File: config.mk
export PLATFORM = sky130hd
export DESIGN_NAME = fsgn_sched
export DESIGN_NICKNAME = d
export VERILOG_FILES = /design/src/rtl/fpu_pkg.sv /design/src/rtl/fsgn_core.sv /design/src/rtl/fsgn_sched.sv
export SDC_FILE = /design/constraint.sdc
export NUM_CORES = 1
export LEC_CHECK = 0
export BUFFER_PORTS_ARGS = -buffer_cell sky130_fd_sc_hd__buf_4
export CORE_ASPECT_RATIO = 0.5
export CORE_UTILIZATION = 39
export DETAILED_ROUTE_END_ITERATION = 8
export PLACE_DENSITY = 0.85
export SLEW_MARGIN = 20
export SYNTH_ARGS = -nofsm -noshare
export SYNTH_HDL_FRONTEND = slang
export SYNTH_SLANG_ARGS = --single-unit
export TNS_END_PERCENT = 10
File: constraint.sdc
create_clock -name clk -period 3 [get_ports clk]
set_input_delay 0.3 -clock clk [delete_from_list [all_inputs] [get_ports clk]]
set_output_delay 0.3 -clock clk [all_outputs]
set_load 0.01 [all_outputs]
File: src/rtl/fpu_pkg.sv
// Shared floating-point definitions: the sign-injection op encoding and the
// single-precision word type used across the FPU blocks.
package fpu_pkg;

  typedef enum logic [1:0] {
    FSGN_J   = 2'b00,
    FSGN_JN  = 2'b01,
    FSGN_JX  = 2'b10,
    FSGN_ILL = 2'b11
  } fsgn_op_e;

  typedef logic [31:0] float_t;

endpackage : fpu_pkg

File: src/rtl/fsgn_core.sv
// Combinational sign-injection datapath: the magnitude always comes from x1,
// and the op selects where the sign comes from.
module fsgn_core
  import fpu_pkg::*;
(
  input  float_t   x1,
  input  float_t   x2,
  input  fsgn_op_e op,
  output float_t   y,
  output logic     err
);

  // NOTE: every output gets a default before the case, so no path through
  // this block can leave y or err unassigned and infer a latch.
  always_comb begin
    y   = x1;
    err = 1'b0;
    unique case (op)
      FSGN_J:   y = {x2[31], x1[30:0]};
      FSGN_JN:  y = {~x2[31], x1[30:0]};
      FSGN_JX:  y = {x1[31] ^ x2[31], x1[30:0]};
      FSGN_ILL: err = 1'b1;
    endcase
  end

endmodule : fsgn_core

File: src/rtl/fsgn_sched.sv
// Two-requester round-robin front end for one shared sign-injection unit,
// with a single result register that drains and reloads in the same cycle.
module fsgn_sched
  import fpu_pkg::*;
#(
  parameter int TAG_W = 4
) (
  input  logic               clk,
  input  logic               rst,
  input  logic [1:0]         req_valid,
  output logic [1:0]         req_ready,
  input  logic [3:0]         req_op,
  input  logic [63:0]        req_x1,
  input  logic [63:0]        req_x2,
  input  logic [2*TAG_W-1:0] req_tag,
  output logic               resp_valid,
  input  logic               resp_ready,
  output logic               resp_id,
  output logic [TAG_W-1:0]   resp_tag,
  output logic [31:0]        resp_y,
  output logic               resp_err
);

  logic       free;
  logic       gnt_vld;
  logic       gnt_idx;
  logic       rr;
  float_t     sel_x1;
  float_t     sel_x2;
  fsgn_op_e   sel_op;
  float_t     core_y;
  logic       core_err;

  // Grant while the register is empty or being drained this cycle; reset
  // blocks any transfer so a held request cannot slip through.
  always_comb begin
    free      = ~resp_valid | resp_ready;
    gnt_vld   = ~rst & free & (|req_valid);
    gnt_idx   = (req_valid == 2'b11) ? rr : req_valid[1];
    req_ready = 2'b00;
    if (gnt_vld) req_ready = gnt_idx ? 2'b10 : 2'b01;
    sel_x1    = gnt_idx ? req_x1[63:32] : req_x1[31:0];
    sel_x2    = gnt_idx ? req_x2[63:32] : req_x2[31:0];
    sel_op    = fsgn_op_e'(gnt_idx ? req_op[3:2] : req_op[1:0]);
  end

  fsgn_core u_core (
    .x1  (sel_x1),
    .x2  (sel_x2),
    .op  (sel_op),
    .y   (core_y),
    .err (core_err)
  );

  // NOTE: state registers use non-blocking assignments so every flop samples
  // pre-edge values regardless of statement order.
  always_ff @(posedge clk or posedge rst) begin
    if (rst) begin
      resp_valid <= 1'b0;
      resp_id    <= 1'b0;
      resp_tag   <= '0;
      resp_y     <= '0;
      resp_err   <= 1'b0;
      rr         <= 1'b0;
    end else if (gnt_vld) begin
      resp_valid <= 1'b1;
      resp_id    <= gnt_idx;
      resp_tag   <= gnt_idx ? req_tag[2*TAG_W-1:TAG_W] : req_tag[TAG_W-1:0];
      resp_y     <= core_y;
      resp_err   <= core_err;
      rr         <= ~gnt_idx;
    end else if (resp_ready) begin
      resp_valid <= 1'b0;
    end
  end

endmodule : fsgn_sched

==> impl_metrics.toml, run 1 <==
[logic_synthesis]
netlist_instances = 187
yosys.area.top_type = "dfrtp_1"
async_reset_ff_share_pct = 100.0
yosysSeqAreaShare_pct = 51.55
ys_seq_elements = 40
synth_warnings = 0
synthesis.area_um2 = 1942
ys.flop_type = "dfrtp_1"
syn_nets = 332
synth_top_area_share_pct = 51.55
synth-edff-count = 0
yosysUniqueCellTypes = 22
syn_area_per_cell_um2 = 10.38
synthTopCellsByArea = "dfrtp_1, mux2i_1, o21ai_1, nand2_1, buf_6"
synthTopCellsByCount = "nand2_1, dfrtp_1, o21ai_1"
synth.most_common_cell = "nand2_1"

[sta]
tightest_slew_ns = 0.7174
max_clock_freq_ghz = 0.4978
finalCriticalPeriod_ns = 2.009
setup_viol = 0
setup_tns_ns = 0
finalMaxSlewViolations = 0
slew_headroom_pct = 52.15
hold_viol = 0
rsz0062_at_grt = "false"
finalCritPeriodShare_pct = 66.96
fin_worst_skew_ns = 0.006287

[critical_path]
crit_arrival_ns = 1.71
crit_type = "reg2out"
worst_setup_path_end_kind = "primary output"
setup.worst_path.start = "resp_valid"
start_kind = "register"
r2r_start = "rr"
crit_path_max_fanout = 76
cp.required_ns = 2.70

[die]
initial_core_util_pct = 42.27
die_w_um = 101.8
dieHeight_um = 51.90
rows = 17
ios = 186
die_area_um2 = 5282
core_area_um2 = 4594

[global_route]
grt_max_degree = 77
antenna_found_initial = 0
grt_overflow = 0
track_usage_pct = 20.31
grt_pass1_wl_um = 7990
grt_pass1_vias = 1766

[cells_and_area]
drive_above_1_share_pct = 44.19
syn_to_final_growth_pct = 53.16
fin_area_um2 = 2974
fin_cells = 376
antenna_cells = 0
nets = 454

[power]
p_leak_uw = 0.001607
vdd_drop_max_mv = 0.2418
power_uw = 1542
powerDensity_nw_per_um2 = 518.4

[route]
vias_per_cell = 4.737
drt_iter0_markers = 35
firstDrtPassIters = 4
route.final.wire_length_um = 5022
wl_per_cell_um = 13.36
dr_total_vias = 1781
ant_nets = 0
drc_errors = 0

[placed_design]
placed_cell_area_um2 = 2884
dp_hpwl_um = 3962
place_congestion = 0.7421
io_buffers = 123
dp_cells = 368

[cts]
clk_latency_ns = 0.28
cts_inserted_buffers = 5
cts_tree = "done"
postCtsSetupBuffers = 0
ctsRootBufferMaster = "clkbuf_8"
cts_resized = 0
clk_path_buf_depth = 2
clkTransAtPathRegs_ns = 0.08
h-tree-depth = 2
clock-sinks = 40
hold_buffers = 0

[status]
outcome = "completed"

[hold_path]
hp-class = "in2async"

[job]
max_cap_viol_count = 0
power by group:
part | switching [uW] | internal [uW]
registers | 53.5 | 634
clock network | 175 | 188
logic | 224 | 267
stage by stage:
stage	utilization [%]	hold slack (ns)	setup slack [ns]
floorplan	-	0.4652	1.766
global placement	62.77	0.4642	1.149
detailed placement	62.77	0.4708	1.097
CTS	64.73	0.2765	0.9652
global route	64.73	0.1318	0.8358
finish	64.73	0.08645	0.9911
cells in the final DEF, fill, tap and decap left out, drive strengths merged:
cell type / instances
clkbuf: 8
o311a: 1
nand2: 42
o21bai: 1
nor2b: 2
o31ai: 1
nor2: 4
inv: 3
xnor2: 2
mux2i: 35
and2: 1
a21o: 1
a211oi: 1
dfrtp: 40
buf: 127
nand2b: 3
mux2: 1
o21ai: 37
worst max-delay path, stage by stage, from the launching register on:
cell and delay (ns):
dfrtp_1 0.39, nand2b_1 0.16, nand2b_4 0.42, nor2_2 0.30
buf_4 0.15
path summary, 6_finish.rpt:
check	end	slack [ns]	depth (start not counted)
worst max-delay path	req_ready[1]	0.99	4
worst min-delay path	resp_y[8]	0.09	2
max in group asynchronous	resp_y[7]	2.35	3
min in group clk	resp_y[17]	0.28	3
worst min register to register	resp_y[1]	0.49	2
worst max register to register	resp_err	1.17	4
kinds of logic after synthesis:
family	Yosys count	share of synthesized area (%)
compound gates	42	11.79
xor+xnor	2	0.9022
mux	36	18.62
flops	40	51.55
simple gates	52	11.34
buf+inv	15	5.799
flip-flops by register name, summed over array words and instances, names as in the netlist:
name	cells
rr	1
resp_err	1
resp_y	32
resp_valid	1
resp_tag	4
resp_id	1
layer usage:
metal,global-route usage [%],wire (um)
met3,4.839,210
met5,0,0
met4,9.179,110
met2,38.51,2780
met1,21.86,1920
layout make-up:
| class | instances | area [um2] |
|---|---|---|
| clock buffers | 8 | 90.09 |
| fillers | 392 | 1620 |
| inverters | 3 | 11.26 |
| multi-input cells | 132 | 835.8 |
| flip-flops and latches | 40 | 1001 |
| well taps | 66 | 82.58 |
| repair buffers | 127 | 953.4 |
Power figures use the tool's default switching activity.
==> inputs of run 2 (changes only) <==
--- a/config.mk
+++ b/config.mk
@@ -7,9 +7,9 @@
 export LEC_CHECK = 0
 export BUFFER_PORTS_ARGS = -buffer_cell sky130_fd_sc_hd__buf_4
 export CORE_ASPECT_RATIO = 0.5
-export CORE_UTILIZATION = 39
+export CORE_UTILIZATION = 36
 export DETAILED_ROUTE_END_ITERATION = 8
-export PLACE_DENSITY = 0.85
+export PLACE_DENSITY = 0.8
 export SLEW_MARGIN = 20
 export SYNTH_ARGS = -nofsm -noshare
 export SYNTH_HDL_FRONTEND = slang
==> constraint.sdc (replaced) <==
create_clock -name clk -period 2 [get_ports clk]
set_input_delay 0.2 -clock clk [delete_from_list [all_inputs] [get_ports clk]]
set_output_delay 0.2 -clock clk [all_outputs]
set_load 0.01 [all_outputs]
==> run 2 against run 1 <==
Die area rose by 8.1%. Register-to-register slack got worse by 0.70 ns. First-iteration DRC count grew 8.6%. Final cell count grew 2.4%. Clock skew up 0.0027 ns. Global-route usage down 2.5 points. Via count grew 0.90%. Sequential share of layout area decreased by 0.94 points. Clock-buffer cell count is 3 lower. Clock power increased by 85%. Critical path type is now in2out. Critical endpoint unchanged. Largest cell class unchanged. Largest power group unchanged.
==> impl_metrics.toml, run 2 (synthesis gave the netlist of run 1 again) <==
[route]
wl_per_cell_um = 13.64
dr_wl_met3_um = 175
firstDrtPassIters = 4
vias_per_cell = 4.668
drt_iter0_markers = 38
wl_met1_um = 2018
top_layer_used = "met4"
met2WireLength_um = 2987
ant_nets = 0
dr_total_vias = 1797
route.final.wire_length_um = 5252
drc_errors = 0

[cts]
cts_tree = "done"
clk_latency_ns = 0.29
ctsRootBufferMaster = "clkbuf_8"
clkTransAtPathRegs_ns = 0.09
clock-sinks = 40
h-tree-depth = 2
cts_inserted_buffers = 5
clk_path_buf_depth = 2
postCtsSetupBuffers = 0

[critical_path]
rr_endpoint = "resp_tag[2]"
cp.required_ns = 1.80
cp-endpoint = "req_ready[1]"
worst_setup_path_end_kind = "primary output"
crit_top_cell = "buf_4"
crit_arrival_ns = 1.68
start_kind = "input port"
r2r_cells = 4
cp_top_family = "buffers and inverters"
crit_chain = "dlygate4sd3_1 > buf_4 > o21bai_1 > nand2b_4 > nor2_2 > buf_4"
r2r_start = "rr"
crit_path_max_fanout = 10
crit_type = "in2out"
critPathSlowestCell = "dlygate4sd3_1"
setup.worst_path.start = "rst"
cp_num_buf_inv = 3
rrSetupSlack_ns = 0.47
cp.depth = 6
slowest_delay_ns = 0.53

[cells_and_area]
top_register = "resp_y"
syn_to_final_growth_pct = 57.54
nFillCells = 427
largestRegisters = "resp_y x32, resp_tag x4"
most-common-layout-cells = "buf_4, nand2_1, dfrtp_1"
post-route-util_pct = 60.64
antenna_cells = 0
layout_commonest_cell = "buf_4"
nets = 459
largest_reg_flops = 32
drive_above_1_share_pct = 45.08

[placed_design]
io_buffers = 123
place_congestion = 0.7209
place_ws_ns = 0.4369
dp_hpwl_um = 4024

[sta]
setup_viol = 0
rsz0062_at_grt = "false"
hold_viol = 0
max_clock_freq_ghz = 0.5329
finalCriticalPeriod_ns = 1.877
finalCritPeriodShare_pct = 93.83
setup_tns_ns = 0
timing.final.ws_setup_ns = 0.1234
tightest_slew_ns = 0.5322
finalMaxSlewViolations = 0
fin_worst_skew_ns = 0.008991
slew_headroom_pct = 64.48

[status]
outcome = "completed"

[hold_path]
hp-class = "in2reg"
min_from = "req_x1[42]"

[global_route]
grt_overflow = 0
grt_pass1_vias = 1646
antenna_found_initial = 0
grt_max_degree = 41
grt_pass1_wl_um = 7638
track_usage_pct = 17.81

[power]
p_leak_uw = 0.001640
vdd_drop_max_mv = 0.4321
power_uw = 2458
powerDensity_nw_per_um2 = 803.6

[die]
initial_core_util_pct = 38.49
rows = 18
core_area_um2 = 5045
die_area_um2 = 5710
ios = 186
dieHeight_um = 53.94
die_w_um = 105.9

[job]
max_cap_viol_count = 0
## run 2: how the worst min path moves through the flow
stage          slack [ns]    endpoint  depth (start not counted)
6_report             0.18  resp_y[10]                          3
5_1_grt              0.18  resp_y[10]                          3
4_1_cts              0.17  resp_y[10]                          3
3_5_place_dp         0.28   resp_y[2]                          2
3_3_place_gp         0.25   resp_y[2]                          2
2_1_floorplan        0.37  resp_valid                          2
## run 2: layer usage
| metal | vias up | global-route usage, % |
|---|---|---|
| met1 | 862 | 19.27 |
| met3 | 8 | 3.995 |
| met5 | - | 0 |
| met4 | 0 | 5.787 |
| li1 | 890 | - |
| met2 | 37 | 35.95 |
## run 2: where the power goes
| part | total, uW | switching (uW) | leakage, uW | internal, uW |
|---|---|---|---|---|
| logic | 755 | 344 | 0.00109 | 412 |
| registers | 1030 | 80.9 | 0.000492 | 951 |
| clock network | 671 | 295 | 0.0000548 | 376 |
| total | 2460 | 720 | 0.00164 | 1740 |
## run 2: worst reg2reg max path: cells and delay by family (launching register included)
family / cells / cell delay (ns)
buffers and inverters: 1 / 0.32
multiplexers: 1 / 0.26
flip-flops: 1 / 0.43
AO/OA/AOI/OAI: 2 / 0.41
## run 2: cell type report
type                       instances  area, um2  area share [%]
clock buffer                       5      68.82           2.249
clock inverter                     3      46.29           1.513
inverter                           3      11.26          0.3681
multi-input combinational        134      853.3           27.89
sequential                        40       1001           32.72
tap                               70      87.58           2.863
timing repair buffer             130      991.0           32.39
## run 2: timing repair
action,4_1_cts,5_1_grt
setup endpoints to repair,0,1
hold buffers,1,0
endpoints found under the hold margin,11,0
gates resized for setup,0,0
## run 2: metrics by stage
step	hold WS, ns	area, um2	std cells
after detailed placement	0.2776	2917	374
after global routing	0.1771	3059	385
after CTS	0.1723	3042	383
after floorplan	0.3652	1942	187
final	0.1757	3059	385
after global placement	0.2533	2917	374
==> inputs of run 3 (changes only) <==
--- a/config.mk
+++ b/config.mk
@@ -7,9 +7,9 @@
 export LEC_CHECK = 0
 export BUFFER_PORTS_ARGS = -buffer_cell sky130_fd_sc_hd__buf_4
 export CORE_ASPECT_RATIO = 0.5
-export CORE_UTILIZATION = 36
+export CORE_UTILIZATION = 30
 export DETAILED_ROUTE_END_ITERATION = 8
-export PLACE_DENSITY = 0.8
+export PLACE_DENSITY = 0.68
 export SLEW_MARGIN = 20
 export SYNTH_ARGS = -nofsm -noshare
 export SYNTH_HDL_FRONTEND = slang
==> run 3 against run 2 <==
Global-route usage shrank 2.5 points. Clock-buffer cell count grew 2. Clock power grew 42%. Power grew 11%. Setup slack gained 0.20 ns. First-iteration DRC count shrank 5.3%. Fmax grew 12%. Critical endpoint unchanged.
==> impl_metrics.toml, run 3 (synthesis gave the netlist of run 1 again) <==
[die]
ios = 186
rows = 20
core_area_um2 = 6156
die_w_um = 115.8
initial_core_util_pct = 31.54
die_area_um2 = 6818
dieHeight_um = 58.89

[critical_path]
rr_endpoint = "resp_y[29]"
r2r_cells = 4
crit_type = "reg2out"
worst_setup_path_end_kind = "primary output"
start_kind = "register"
setup.worst_path.start = "resp_valid"
cp.required_ns = 1.80
rrSetupSlack_ns = 0.51
crit_arrival_ns = 1.48
crit_path_max_fanout = 44
cp-endpoint = "req_ready[1]"
r2r_start = "rr"

[global_route]
grt_overflow = 0
met3_usage_pct = 2.472
antenna_found_initial = 0
grt_use_met1_pct = 18.51
grt_pass1_vias = 1730
grt_busiest_layer = "met2"
gr-usage-met2_pct = 28.66
grt_pass1_wl_um = 8010
grt_max_degree = 45
track_usage_pct = 15.27

[sta]
whs_ns = 0.1933
max_clock_freq_ghz = 0.5951
setup_tns_ns = 0
rsz0062_at_grt = "false"
finalMaxSlewViolations = 0
slew_headroom_pct = 69.19
fin_worst_skew_ns = 0.002914
hold_viol = 0
finalCriticalPeriod_ns = 1.680
tightest_slew_ns = 0.4594
finalCritPeriodShare_pct = 84.02
setup_viol = 0

[route]
drt_iter0_markers = 36
vias_per_cell = 4.321
drc_errors = 0
ant_nets = 0
dr_total_vias = 1737
wl_per_cell_um = 12.71
route.final.wire_length_um = 5108
firstDrtPassIters = 4

[cells_and_area]
nets = 458
multi_input_comb_area_um2 = 835.8
nFillCells = 582
layout_commonest_cell = "buf_4"
top_register = "resp_y"
drive_above_1_share_pct = 44.90
syn_to_final_growth_pct = 61.02
fin_cells = 402
antenna_cells = 0
largest_reg_flops = 32
largestRegisters = "resp_y x32, resp_tag x4"
most-common-layout-cells = "buf_4, nand2_1, dfrtp_1"
seq_area_um2 = 1001

[power]
powerDensity_nw_per_um2 = 874.4
p_leak_uw = 0.001667
vdd_drop_max_mv = 0.3974

[cts]
clk_latency_ns = 0.27
clkTransAtPathRegs_ns = 0.06
h-tree-depth = 2
clk_path_buf_depth = 2
postCtsSetupBuffers = 0
cts_inserted_buffers = 5
clock-sinks = 40
ctsRootBufferMaster = "clkbuf_16"
cts_tree = "done"

[job]
max_cap_viol_count = 0

[placed_design]
dp_hpwl_um = 4067
io_buffers = 123
place_congestion = 0.7805
dp_cells = 393

[status]
outcome = "completed"

[hold_path]
hp-class = "in2reg"
## run 3: cell count changes in the layout (fill, tap and decap cells not counted)
cell / before / now
buf_12: 1 / 0
buf_4: 128 / 130
clkbuf_16: 0 / 5
clkbuf_8: 5 / 2
clkinv_1: 0 / 1
clkinvlp_4: 1 / 0
inv_1: 3 / 2
inv_6: 1 / 0
nand2b_2: 2 / 0
## run 3: power by group
group | internal (uW) | switching, uW | total [uW]
clock | 656 | 298 | 954
combinational | 409 | 338 | 747
sequential | 953 | 80.1 | 1030
total | 2020 | 716 | 2730
## run 3: per-stage QoR
stage / area (um2) / power (uW) / util, % / setup WS, ns
4_1_cts: 3127 / 2767 / 50.79 / 0.3078
6_report: 3127 / 2734 / 50.79 / 0.3196
3_3_place_gp: 2934 / 1783 / 47.66 / 0.5066
2_1_floorplan: 1942 / 1388 / - / 0.7694
5_1_grt: 3127 / 2878 / 50.79 / 0.2175
3_5_place_dp: 2934 / 1805 / 47.66 / 0.4765
## run 3: per-layer routing
metal  up-vias  wire, um
li1        883         -
met2        25      2845
met4         0         0
met1       829      2163
met3         0        99
met5         -         0
## run 3: how the worst min path moves through the flow
stage | start | to | depth (start not counted)
finish | req_x1[56] | resp_y[24] | 3
CTS | req_x1[56] | resp_y[24] | 3
global route | req_x1[56] | resp_y[24] | 3
detailed placement | rst | resp_y[8] | 2
floorplan | req_valid[0] | resp_valid | 2
global placement | rst | resp_valid | 2
## run 3: critical path: stages, from the launching register on
cell and delay [ns]:
dfrtp_1 0.37, nand2b_1 0.15, nand2b_4 0.28, nor2_2 0.24
buf_4 0.15
## run 3: what timing repair did
action | 4_1_cts | 5_1_grt
hold endpoints to repair | 12 | 0
resized for setup | 0 | 0
hold buffers | 1 | 0
## run 3: cell type report
cell class | count | area share (%)
sequential | 40 | 32.01
timing repair buffer | 131 | 31.53
multi-input combinational | 132 | 26.73
clock buffer | 7 | 4.882
tap | 88 | 3.521
clock inverter | 1 | 0.9604
inverter | 3 | 0.3601
